**src/rtl/auto_drive_ctrl.sv**
```systemverilog
// Autonomous maze-walk sequencer: debounces the detector bits, picks exits by the
// left-hand rule, times turns and junction exits, and raises beacon requests.
module auto_drive_ctrl #(
    parameter int unsigned SETTLE_CYCLES = 1_000_000,
    parameter int unsigned TURN_CYCLES   = 45_000_000,
    parameter int unsigned EXIT_CYCLES   = 30_000_000,
    parameter int unsigned BEACON_HOLD   = 2_000_000,
    parameter int unsigned MAX_BEACONS   = 15,
    parameter int unsigned CNT_W         = 32
) (
    input  logic       clk,
    input  logic       rst,
    input  logic       enable,
    input  logic [3:0] detector,
    output logic [3:0] moving_state,
    output logic [1:0] state,
    output logic       place_beacon,
    output logic       destroy_beacon,
    output logic [3:0] beacon_cnt
);

    localparam logic [CNT_W-1:0] SETTLE_LAST = CNT_W'(SETTLE_CYCLES - 1);
    localparam logic [CNT_W-1:0] TURN_LAST   = CNT_W'(TURN_CYCLES - 1);
    localparam logic [CNT_W-1:0] UTURN_LAST  = CNT_W'(2 * TURN_CYCLES - 1);
    localparam logic [CNT_W-1:0] EXIT_LAST   = CNT_W'(EXIT_CYCLES - 1);
    localparam logic [CNT_W-1:0] HOLD_LAST   = CNT_W'(BEACON_HOLD - 1);
    localparam logic [3:0]       MAX_CNT     = 4'(MAX_BEACONS);

    localparam logic [3:0] MV_STOP  = 4'b0000;
    localparam logic [3:0] MV_FWD   = 4'b0001;
    localparam logic [3:0] MV_LEFT  = 4'b0100;
    localparam logic [3:0] MV_RIGHT = 4'b1000;

    typedef enum logic [2:0] {
        S_IDLE,
        S_DECIDE,
        S_TURN_L,
        S_TURN_R,
        S_UTURN,
        S_EXIT,
        S_FWD
    } fsm_t;

    fsm_t             fsm_q, fsm_d;
    logic [CNT_W-1:0] timer_q, timer_d;
    logic [3:0]       det_raw_q, det_raw_d;
    logic [CNT_W-1:0] settle_q, settle_d;
    logic [3:0]       det_stable_q, det_stable_d;
    logic [3:0]       moving_q, moving_d;
    logic [1:0]       state_q, state_d;
    logic             place_q, place_d;
    logic             destroy_q, destroy_d;
    logic [CNT_W-1:0] hold_q, hold_d;
    logic [3:0]       bcnt_q, bcnt_d;

    logic       open_l, open_f, open_r, junction;
    logic [1:0] open_cnt;
    logic       place_req, destroy_req;
    logic       unused_back;

    // detector layout {front,left,right,back}; the back bit plays no part in routing
    assign open_f      = ~det_stable_q[3];
    assign open_l      = ~det_stable_q[2];
    assign open_r      = ~det_stable_q[1];
    assign open_cnt    = {1'b0, open_l} + {1'b0, open_f} + {1'b0, open_r};
    assign junction    = det_stable_q[3] | open_l | open_r;
    assign unused_back = det_stable_q[0];

    always_comb begin
        det_raw_d = detector;
        if (detector != det_raw_q) begin
            settle_d = '0;
        end else if (settle_q == SETTLE_LAST) begin
            settle_d = settle_q;
        end else begin
            settle_d = settle_q + CNT_W'(1);
        end
        det_stable_d = (settle_q == SETTLE_LAST) ? det_raw_q : det_stable_q;
    end

    always_comb begin
        fsm_d       = fsm_q;
        bcnt_d      = bcnt_q;
        place_req   = 1'b0;
        destroy_req = 1'b0;
        case (fsm_q)
            S_IDLE: fsm_d = S_DECIDE;
            S_DECIDE: begin
                if (open_l) begin
                    fsm_d = S_TURN_L;
                end else if (open_f) begin
                    fsm_d = S_EXIT;
                end else if (open_r) begin
                    fsm_d = S_TURN_R;
                end else begin
                    fsm_d = S_UTURN;
                    if (bcnt_q != 4'd0) begin
                        destroy_req = 1'b1;
                        bcnt_d      = bcnt_q - 4'd1;
                    end
                end
                // a dead end has no open exits, so this never overlaps the destroy path
                if (open_cnt >= 2'd2 && bcnt_q < MAX_CNT) begin
                    place_req = 1'b1;
                    bcnt_d    = bcnt_q + 4'd1;
                end
            end
            S_TURN_L, S_TURN_R: if (timer_q == TURN_LAST) fsm_d = S_EXIT;
            S_UTURN:            if (timer_q == UTURN_LAST) fsm_d = S_EXIT;
            S_EXIT:             if (timer_q == EXIT_LAST) fsm_d = S_FWD;
            S_FWD:              if (junction) fsm_d = S_DECIDE;
            default:            fsm_d = S_IDLE;
        endcase

        if (!enable) begin
            fsm_d       = S_IDLE;
            bcnt_d      = bcnt_q;
            place_req   = 1'b0;
            destroy_req = 1'b0;
        end

        timer_d = (fsm_d != fsm_q) ? '0 : timer_q + CNT_W'(1);

        place_d   = place_q;
        destroy_d = destroy_q;
        hold_d    = hold_q;
        if (place_req || destroy_req) begin
            place_d   = place_req;
            destroy_d = destroy_req;
            hold_d    = '0;
        end else if (place_q || destroy_q) begin
            if (hold_q == HOLD_LAST) begin
                place_d   = 1'b0;
                destroy_d = 1'b0;
                hold_d    = '0;
            end else begin
                hold_d = hold_q + CNT_W'(1);
            end
        end
        if (!enable) begin
            place_d   = 1'b0;
            destroy_d = 1'b0;
            hold_d    = '0;
        end

        // outputs follow the state being entered so they line up with it
        case (fsm_d)
            S_DECIDE: begin moving_d = MV_STOP;  state_d = 2'b11; end
            S_TURN_L: begin moving_d = MV_LEFT;  state_d = 2'b10; end
            S_TURN_R,
            S_UTURN:  begin moving_d = MV_RIGHT; state_d = 2'b10; end
            S_EXIT,
            S_FWD:    begin moving_d = MV_FWD;   state_d = 2'b01; end
            default:  begin moving_d = MV_STOP;  state_d = 2'b00; end
        endcase
    end

    always_ff @(posedge clk) begin
        if (rst) begin
            fsm_q        <= S_IDLE;
            timer_q      <= '0;
            det_raw_q    <= 4'b1111;
            settle_q     <= '0;
            det_stable_q <= 4'b1111;
            moving_q     <= MV_STOP;
            state_q      <= 2'b00;
            place_q      <= 1'b0;
            destroy_q    <= 1'b0;
            hold_q       <= '0;
            bcnt_q       <= 4'd0;
        end else begin
            fsm_q        <= fsm_d;
            timer_q      <= timer_d;
            det_raw_q    <= det_raw_d;
            settle_q     <= settle_d;
            det_stable_q <= det_stable_d;
            moving_q     <= moving_d;
            state_q      <= state_d;
            place_q      <= place_d;
            destroy_q    <= destroy_d;
            hold_q       <= hold_d;
            bcnt_q       <= bcnt_d;
        end
    end

    assign moving_state   = moving_q;
    assign state          = state_q;
    assign place_beacon   = place_q;
    assign destroy_beacon = destroy_q;
    assign beacon_cnt     = bcnt_q;

endmodule

```
**config.mk**
```make
export PLATFORM = sky130hd
export DESIGN_NAME = auto_drive_ctrl
export DESIGN_NICKNAME = d
export VERILOG_FILES = /design/src/rtl/auto_drive_ctrl.sv
export SDC_FILE = /design/constraint.sdc
export NUM_CORES = 1
export LEC_CHECK = 0
export ABC_AREA = 1
export CELL_PAD_IN_SITES_DETAIL_PLACEMENT = 1
export CELL_PAD_IN_SITES_GLOBAL_PLACEMENT = 1
export CORE_ASPECT_RATIO = 1.25
export CORE_UTILIZATION = 35
export CTS_BUF_LIST = sky130_fd_sc_hd__clkbuf_4
export DETAILED_ROUTE_END_ITERATION = 10
export MAX_ROUTING_LAYER = met4
export PLACE_DENSITY_LB_ADDON = 0.1
export SLEW_MARGIN = 20
export SYNTH_ARGS = -nofsm -noshare
export SYNTH_HDL_FRONTEND = slang
export SYNTH_SLANG_ARGS = --single-unit
```
**constraint.sdc**
```tcl
create_clock -name clk -period 1.95 [get_ports clk]
set_input_delay 0.2925 -clock clk [delete_from_list [all_inputs] [get_ports clk]]
set_output_delay 0.2925 -clock clk [all_outputs]
set_load 0.05 [all_outputs]
```
# After elaboration in Yosys (flattened, before gate mapping)

Cells that the tools add are included.

Order comparisons: 2
Divide/modulo/power cells: 0
Equality and inequality tests: 19
Shift-type cells: 0
Mux-type cells: 30
Add/subtract/negate cells: 7
Reductions and logical operators: 21
$mul: 0
Bitwise operators: 6

Operators by type and width:

| kind                                                              | number |
|---|---|
| 32-bit by 1-bit adder with 32-bit output, second input constant   | 3 |
| 32-bit by 20-bit == test with 1-bit output, second input constant | 1 |
| 32-bit by 21-bit == test with 1-bit output, second input constant | 1 |
| 32-bit by 25-bit == test with 1-bit output, second input constant | 1 |
| 32-bit by 26-bit == test with 1-bit output, second input constant | 1 |
| 32-bit by 27-bit == test with 1-bit output, second input constant | 1 |
| 32-bit two-way mux                                                | 1 |
| 3-bit two-way mux                                                 | 8 |
| 4-bit two-way mux                                                 | 5 |
| 3-bit == test, second input constant                              | 6 |
| 3-bit case mux with 6 select lines                                | 1 |
| 1-bit two-way mux                                                 | 13 |
| 3-bit by 2-bit == test with 1-bit output, second input constant   | 4 |
| 4-bit case mux with 3 select lines                                | 1 |
| 2-bit nonzero test                                                | 6 |
| 2-bit OR reduction                                                | 6 |
| 3-bit by 1-bit == test with 1-bit output, second input constant   | 2 |
| 2-bit case mux with 3 select lines                                | 1 |
| 6-bit AND reduction                                               | 1 |
| 3-bit OR reduction                                                | 2 |
| 4-bit by 1-bit adder with 4-bit output, second input constant     | 1 |
| 4-bit less-than comparator, second input constant                 | 1 |
| 4-bit != test                                                     | 1 |
| 1-bit inverter                                                    | 4 |
| 11 further kinds                                                  | 13 |

Logic and storage cells: 96
RAM bits: 0
Bits in latches: 0
Memories kept: 0
ROM bits: 0
Flip-flop bits (word level): 119

# Logic depth before layout (Yosys ltp)

Gate-level depths: netlist of the first run.

Depth after elaboration: 11
Gate-level depth with buffers: 15
Mapped depth without buffers: 14

# Worst setup path after synthesis of the first run

Ideal clock, no wire load.

Path kind: register to register
Start point: register bcnt_q[0], in the netlist beacon_cnt[0]
End point: register bcnt_q[3], in the netlist beacon_cnt[3]
Buffers on the path: 0
Stages on the path, launching flop included: 11
Arrival: 2.074 ns
Path slack: -0.241 ns
Cell sequence: dfxtp_1 -> inv_1 -> o21bai_2 -> ha_1 -> nand2_1 -> nor2_1 -> a211oi_1 -> xnor2_1 -> nand3_1 -> nand2_1 -> nor2_1

Cells in the longest elaborated chain, start to end: 6
Elaborated cells on any way between the ends: 15
Those cells by class: add/sub: 2; order compare: 1; mux: 5; reduce/logical: 7

RTL lines:

| what                                        | RTL line | RTL |
|---|---|---|
| start, declared                             | 54       | `logic [3:0] bcnt_q, bcnt_d;` |
| start signal, assigned                      | 182      | `bcnt_q <= bcnt_d;` |
| 4-bit by 1-bit subtractor with 4-bit output | 99       | `bcnt_d = bcnt_q - 4'd1;` |
| 4-bit two-way mux                           | 97       | `if (bcnt_q != 4'd0) begin` |
| 4-bit two-way mux                           | 93       | `end else if (open_r) begin` |
| 4-bit two-way mux                           | 91       | `end else if (open_f) begin` |
| 4-bit two-way mux                           | 89       | `if (open_l) begin` |
| 4-bit two-way mux                           | 103      | `if (open_cnt >= 2'd2 && bcnt_q < MAX_CNT) begin` |

Parallel ways exist; a longest one is shown, timed or not. The select of a mux whose other input is x is not followed.
A chain may end at the register's enable or synchronous reset.

# Final worst setup path of the first run

Start point: register timer_q[31]
End point: register timer_q[10]

Cells in the longest elaborated chain, start to end: 6
Elaborated cells on any way between the ends: 10
Those cells by class: eq/ne: 4; mux: 5; reduce/logical: 1

RTL lines:

| what                                                               | RTL line      | RTL |
|---|---|---|
| start, declared                                                    | 45            | `logic [CNT_W-1:0] timer_q, timer_d;` |
| start signal, assigned                                             | 173           | `timer_q <= timer_d;` |
| 32-bit by 25-bit == test with 1-bit output (tied with other cells) | 110           | `S_EXIT: if (timer_q == EXIT_LAST) fsm_d = S_FWD;` |
| 3-bit two-way mux (on tied branches)                               | 110, 108, 109 |  |
| 3-bit case mux with 6 select lines (*)                             | 86            | `case (fsm_q)` |
| 3-bit two-way mux (*)                                              | 115           | `if (!enable) begin` |
| 3-bit != test (*)                                                  | 122           | `timer_d = (fsm_d != fsm_q) ? '0 : timer_q + CNT_W'(1);` |
| 2-bit OR reduction (no line) (*)                                   | n/a           |  |

Every way passes the cells marked *; elsewhere a longest branch is shown, timed or not.

==> summary.md, run 1 <==
| Metric | Value |
|---|---|
| Status | `finished, violations left` |
| Failing checks | `design-rule violations, negative setup slack` |
| Total power | `4.23 mW` |
| Gr usage total | `21.8%` |
| Avg Cell Area, Syn | `6.74 µm²` |
| Async SR Flop Fraction | `0%` |
| Final period util | `101%` |
| Slowest stage cell, crit path | `dfxtp_1` |
| Rows | `55` |
| Routed len/inst | `14.7 µm` |
| Max H-tree Level | `4` |
| DP Wirelength | `15000 µm` |
| Clk pwr share | `35.0%` |
| Sequential share of the synthesized area | `35.4%` |
| Final setup viols | `14` |
| Final setup skew | `0.0191 ns` |
| Worst path most repeated cell | `nor2_1` |
| Crit end category | `register` |
| Post-synth top area share | `35.4%` |
| Pint | `3.05 mW` |
| Drc violations | `8` |
| Core Util, Final | `49.1%` |
| Final global-route overflow total | `0` |
| Syn Nets | `995` |
| Yosys top cell by area | `dfxtp_1` |
| I/O Buffers | `17` |
| Die height | `156 µm` |
| Largest net degree at the start of global routing | `18` |
| Tmin final | `1.97 ns` |
| Final hold vios | `0` |
| Hold_buf cts | `0` |
| CTS Buf Count | `17` |
| Sw Share | `27.9%` |
| Synth-to-Final Area Change | `35.9%` |
| Design area | `0.00899 mm²` |
| Flop pwr share | `57.0%` |
| Iteration-0 DRC Markers | `154` |
| Crit-path max cell delay | `0.34 ns` |
| Post-synth cell types | `46` |
| Synth area leaders | `dfxtp_1 (35%), nand2_1 (10%), inv_1 (8.6%), nor2_1 (7.5%), nand4_1 (4.5%)` |
| Layout cells sized above 1 | `32.7%` |
| Post-synth top cells | `nand2_1 (185), inv_1 (151), nor2_1 (133)` |
| Net Switching | `1.18 mW` |
| Syn Std Cell Area | `0.00662 mm²` |
| Hold_sp | `detector[0]` |
| Worst setup margin | `-0.0185 ns` |
| Clock Sink Count | `117` |
| Max IR drop VDD | `0.271 mV` |
| R2R cell count | `15` |
| Vias/cell | `4.88` |
| Setup repair after global routing missed its margin | `true` |
| Reg-to-Reg End | `timer_q[10]$_SDFF_PP0_` |
| Worst endpoint data arrival time | `2.42 ns` |
| Die W | `125 µm` |
| Clk_lat worst skew | `0.56 ns` |
| Vias in the first global route | `7036` |
| Antenna violations before repair | `1` |
| Worst r2r src | `timer_q[31]$_SDFF_PP0_` |
| Synth Warn # | `0` |
| Reg2Reg Setup Slack | `-0.02 ns` |
| Drt pass-1 iters | `8` |
| Most frequent cell after synthesis | `nand2_1` |
| Hold WC Path Type | `primary input to register` |
| Yosys reg bits | `117` |
| Max cap viols | `0` |
| Max Buffers Root-to-Sink | `2` |
| Core ar. | `0.0183 mm²` |
| Nets@finish | `1167` |
| Clock Root Buffer | `clkbuf_4` |
| Initial Util | `36.1%` |
| Max Freq | `508 MHz` |
| Dpl ws | `-0.0950 ns` |
| Die Area | `0.0195 mm²` |
| Worst Hold Path EP | `det_raw_q[0]$_SDFF_PP1_` |
| Vias | `6796` |
| Logic pwr share | `8.1%` |
| Worst-path clk slew | `0.10 ns` |
| Hold depth | `3` |
| Routability congestion estimate | `0.880` |
| CTS tree | `done` |
| Setup Crit Path Kind | `register to register` |
| CP cell instances | `nor2_1 > nand2_2 > buf_4 > nor2_1 > nand2_1 > nor2_1 > nor2_1 > nor2_1 > nand2_1 > nand2_2 > nand2_2 > nand3_4 > buf_6 > buf_12 > nor2_2` |
| Setup crit start kind | `register` |
| Worst path required time | `2.41 ns` |
| Slew Viols, Final | `0` |
| Number of synthesized flops with an enable pin | `0` |
| Ys flop type | `dfxtp_1` |
| Hold_ws | `0.357 ns` |
| Cell Area, Placed | `0.00800 mm²` |
| Io pins | `19` |
| CP top delay family | `simple AND/OR/NAND/NOR gates` |
| First-pass GRT wire length | `32900 µm` |
| Leak | `3.51 nW` |
| Cell Pwr Density | `471 mW/mm²` |
| Final WL | `20500 µm` |
| CP Buf/Inv Count | `3` |
| Worst-path fanout max | `7` |
| Post-route ant nets | `0` |
| Mapped Cells | `981` |
==> layout by cell type, fill, tap and decap left out, types with 5 or more instances in the layout <==
| cell | netlist | layout |
|---|---|---|
| a21oi_1 | 43 | 41 |
| buf_12 | 0 | 6 |
| buf_4 | 2 | 134 |
| buf_6 | 4 | 5 |
| clkbuf_4 | 0 | 19 |
| clkdlybuf4s50_1 | 0 | 6 |
| clkinv_1 | 1 | 5 |
| clkinv_2 | 3 | 5 |
| dfxtp_1 | 117 | 85 |
| dfxtp_2 | 0 | 28 |
| dlygate4sd2_1 | 0 | 11 |
| ha_4 | 0 | 6 |
| inv_1 | 151 | 137 |
| inv_2 | 2 | 15 |
| nand2_1 | 185 | 164 |
| nand2_2 | 6 | 24 |
| nand3_1 | 48 | 39 |
| nand3_2 | 6 | 9 |
| nand3_4 | 0 | 6 |
| nand4_1 | 48 | 48 |
| nor2_1 | 133 | 107 |
| nor2_2 | 42 | 50 |
| nor2_4 | 2 | 20 |
| nor3_1 | 41 | 34 |
| nor3_2 | 1 | 7 |
| nor3b_1 | 6 | 5 |
| nor4_1 | 12 | 10 |
| o21ai_0 | 29 | 26 |
| o21ai_2 | 4 | 5 |
| or2_2 | 8 | 8 |
| xnor2_1 | 10 | 9 |
| xor2_1 | 32 | 32 |
==> power by group through the flow <==
stage	clock network, mW	logic (mW)	registers (mW)
after floorplan	0	0.142	2.48
after global placement	0	0.251	2.46
after detailed placement	0	0.254	2.47
after CTS	1.54	0.321	2.41
after global routing	1.65	0.368	2.41
final	1.48	0.341	2.41
==> layer usage <==
metal | GRT usage (%) | routed length (µm) | part of all wire (%)
met2 | 39.8 | 10900 | 53
met4 | 6.16 | 282 | 1.4
met5 | - | 0 | 0
met1 | 24.1 | 8880 | 43
met3 | 3.94 | 474 | 2.3
==> what timing repair did <==
item	in CTS	in global routing
gates resized for setup	63	117
pin swaps	11	35
endpoints found under the setup margin	53	75
cloned	2	1
setup buffers	8	17
==> through the flow <==
step / std cells / TNS, ns
2_1_floorplan: 981 / 0
3_3_place_gp: 1337 / -0.0584
3_5_place_dp: 1337 / -0.561
4_1_cts: 1378 / -0.00171
5_1_grt: 1394 / -4.12
6_report: 1394 / -0.125
==> layout make-up <==
class                      count  area [µm²]
fill                        2387        9320
multi-input combinational    694        4080
sequential                   117        2390
clock inverter                12        66.3
inverter                     157         603
antenna                        1        2.50
timing repair buffer         166        1410
tap                          228         285
clock buffer                  19         143
==> worst register-to-register path: stages (launching register included) <==
cell	delay [ns]
dfxtp_1	0.34
nor2_1	0.13
nand2_2	0.11
buf_4	0.15
nor2_1	0.12
nand2_1	0.07
nor2_1	0.13
nor2_1	0.07
nor2_1	0.09
nand2_1	0.09
nand2_2	0.08
nand2_2	0.06
nand3_4	0.11
buf_6	0.15
buf_12	0.14
nor2_2	0.03
==> worst max path at each step <==
stage / from / to / slack, ns / cells past startpoint
floorplan: det_stable_q[2]$_SDFFE_PP1N_ / hold_q[20]$_SDFFE_PP0N_ / 0.01 / 13
global placement: enable / hold_q[19]$_SDFFE_PP0N_ / -0.04 / 11
detailed placement: det_stable_q[2]$_SDFFE_PP1N_ / hold_q[17]$_SDFFE_PP0N_ / -0.09 / 12
CTS: timer_q[0]$_SDFF_PP0_ / timer_q[10]$_SDFF_PP0_ / -0.002 / 15
global route: timer_q[31]$_SDFF_PP0_ / timer_q[10]$_SDFF_PP0_ / -0.15 / 15
finish: timer_q[31]$_SDFF_PP0_ / timer_q[10]$_SDFF_PP0_ / -0.02 / 15
==> flip-flops by register name (all words and copies together), names as in the netlist <==
register	cells
det_stable_q	3
fsm_q	3
det_raw_q	4
destroy_beacon	1
settle_q	32
state	2
timer_q	32
hold_q	32
place_beacon	1
beacon_cnt	4
moving_state	3
==> kinds of logic (layout without fill, tap and decap cells) <==
kind of cell	Yosys count	count (layout)	synth area share, %
xor+xnor	42	42	5.56
simple gates	545	545	38.7
buf+inv	170	354	10.3
compound gates	99	99	8.53
other cells	1	2	0.0567
flops	117	117	35.4
fa+ha+maj	7	7	1.44
No activity file was read; power rests on OpenSTA's default activity.
==> run 2, diff against run 1 <==
- SKIP_LAST_GASP: not set -> 1
==> summary.md, run 2 (same netlist as run 1, synthesis figures left out) <==
| Metric | Value |
|---|---|
| Status | `finished, violations left` |
| Failing checks | `design-rule violations, negative setup slack` |
| Clock Sink Count | `117 (unchanged)` |
| Die Area | `0.0195 mm² (unchanged)` |
| Initial Util | `36.1% (unchanged)` |
| First-pass GRT wire length | `32900 µm (unchanged)` |
| Vias in the first global route | `7037 (+0.014%)` |
| Clock Root Buffer | `clkbuf_4` |
| Final std cells w/o fill | `1394 (unchanged)` |
| Hold depth | `3 (unchanged)` |
| Die height | `156 µm (unchanged)` |
| Slew Viols, Final | `0 (unchanged)` |
| Iteration-0 DRC Markers | `165 (+7.1%)` |
| Nets@finish | `1167 (unchanged)` |
| I/O Buffers | `17 (unchanged)` |
| R2R cell count | `15 (unchanged)` |
| Hold_buf cts | `0 (unchanged)` |
| Largest registers | `hold_q (32), settle_q (32), timer_q (32)` |
| Fillers | `2388 (+0.042%)` |
| Io pins | `19 (unchanged)` |
| Max H-tree Level | `4 (unchanged)` |
| Die W | `125 µm (unchanged)` |
| Largest net degree at the start of global routing | `18 (unchanged)` |
| Worst path most repeated cell | `nor2_1` |
| Final global-route overflow total | `0 (unchanged)` |
| Hold WC Path Type | `primary input to register` |
| Crit-path max cell delay | `0.34 ns (about the same)` |
| Register Area | `0.00239 mm² (unchanged)` |
| Post-Place Cells | `1337 (unchanged)` |
| Post-route ant nets | `0 (unchanged)` |
| Layout cells sized above 1 | `32.2% (-0.52 points)` |
| Worst path required time | `2.40 ns (about the same)` |
| Max Freq | `508 MHz (about the same)` |
| Worst-path fanout max | `7 (unchanged)` |
| Area of the multi-input gates | `0.00406 mm² (-0.58%)` |
| Rows | `55 (unchanged)` |
| Final period util | `101% (about the same)` |
| Gr usage total | `21.8% (unchanged)` |
| Drc violations | `8 (unchanged)` |
| DP Wirelength | `15000 µm (unchanged)` |
| CTS tree | `done` |
| Max Buffers Root-to-Sink | `2 (unchanged)` |
| Routability congestion estimate | `0.880 (unchanged)` |
| Worst setup margin | `-0.0170 ns (+0.00148 ns)` |
| Max IR drop VDD | `0.270 mV (-0.28%)` |
| Final hold vios | `0 (unchanged)` |
| Antenna violations before repair | `1 (unchanged)` |
| Slowest stage cell, crit path | `dfxtp_1` |
| Final setup viols | `12 (-2)` |
| Worst endpoint data arrival time | `2.42 ns (about the same)` |
| Synth-to-Final Area Change | `35.5%` |
| Final WL | `20500 µm (-0.31%)` |
| Leak | `3.51 nW (about the same)` |
| Worst-path clk slew | `0.10 ns (about the same)` |
| Core ar. | `0.0183 mm² (unchanged)` |
| Clk_lat worst skew | `0.56 ns (about the same)` |
| Setup crit start kind | `register` |
| CTS Buf Count | `17 (unchanged)` |
| Routed len/inst | `14.7 µm (-0.31%)` |
| Setup Crit Path Kind | `register to register` |
| Drt pass-1 iters | `7 (-1)` |
| Final setup skew | `0.0199 ns (+0.000849 ns)` |
| Commonest non-fill, non-tap cells in the layout | `nand2_1 (164), inv_1 (138), buf_4 (134)` |
| Tmin final | `1.97 ns (-0.00148 ns)` |
| Vias/cell | `4.87 (-0.19%)` |
| Setup repair after global routing missed its margin | `true` |
| Max cap viols | `0 (unchanged)` |
| Cell Pwr Density | `472 mW/mm² (+0.20%)` |
| Vias | `6783 (-0.19%)` |
| Total power | `4.23 mW (about the same)` |
| Commonest non-fill, non-tap cell in the layout | `nand2_1` |
| Crit end category | `register` |
| CP cell instances | `nor2_1 > nand2_2 > buf_4 > nor2_1 > nand2_1 > nor2_1 > nor2_1 > nor2_1 > nand2_1 > nand2_2 > nand2_2 > nand3_4 > buf_6 > buf_12 > nor2_2` |
-- run 2: layer usage --
| layer | GRT usage, % | wire length, µm | vias up |
|---|---|---|---|
| met3 | 3.94 | 474 | 30 |
| li1 | - | - | 3499 |
| met5 | - | 0 | - |
| met1 | 24.1 | 8810 | 3198 |
| met4 | 6.16 | 312 | 0 |
| met2 | 39.8 | 10900 | 56 |
-- run 2: report_power, final --
group	leakage, nW	switching, mW	internal (mW)
logic	2.44	0.186	0.154
clock network	0.114	0.981	0.496
registers	0.958	0.0110	2.40
-- run 2: critical path: cells and delay by family, from the launching register on --
kind / cells / cell delay [ns]
and+or+nand+nor: 12 / 1.09
buffers and inverters: 3 / 0.43
DFF: 1 / 0.34
-- run 2: metrics by stage --
stage	TNS [ns]	cell area (µm²)	hold WS, ns	setup WS, ns	util [%]
finish	-0.104	8960	0.360	-0.0170	49.0
global route	-4.74	8960	0.343	-0.147	49.0
CTS	-0.00171	8490	0.337	-0.00171	46.4
detailed placement	-0.561	8000	0.478	-0.0950	43.7
global placement	-0.0584	8000	0.447	-0.0361	43.7
floorplan	0	6650	0.396	0.0127	-
-- run 2: final timing paths --
check	startpoint	to	slack (ns)
setup / recovery	timer_q[31]$_SDFF_PP0_	timer_q[13]$_SDFF_PP0_	-0.02
hold / removal	detector[0]	det_raw_q[0]$_SDFF_PP1_	0.36
setup reg to reg	timer_q[31]$_SDFF_PP0_	timer_q[13]$_SDFF_PP0_	-0.02
hold reg to reg	hold_q[5]$_SDFFE_PP0N_	hold_q[5]$_SDFFE_PP0N_	0.49
-- run 2: layout make-up --
type	count	area share [%]
Antenna cell	1	0.0279
Clock inverter	12	0.740
Multi-Input combinational cell	694	45.3
Tap cell	228	3.18
Clock buffer	19	1.59
Inverter	157	6.73
Sequential cell	117	26.7
Timing Repair Buffer	166	15.7
-- run 2: timing repair --
action / 4_1_cts / 5_1_grt
cloned: 2 / 1
resized for setup: 63 / 111
setup endpoints to repair: 53 / 75
pin swaps: 11 / 34
setup buffers: 8 / 17
endpoints found under the hold margin: 0 / 0
==> run 3, diff against run 2 <==
- GPL_ROUTABILITY_DRIVEN: not set -> 1
==> results of run 3 <==
Final layout, timing and power as in run 2 (identical DEF).
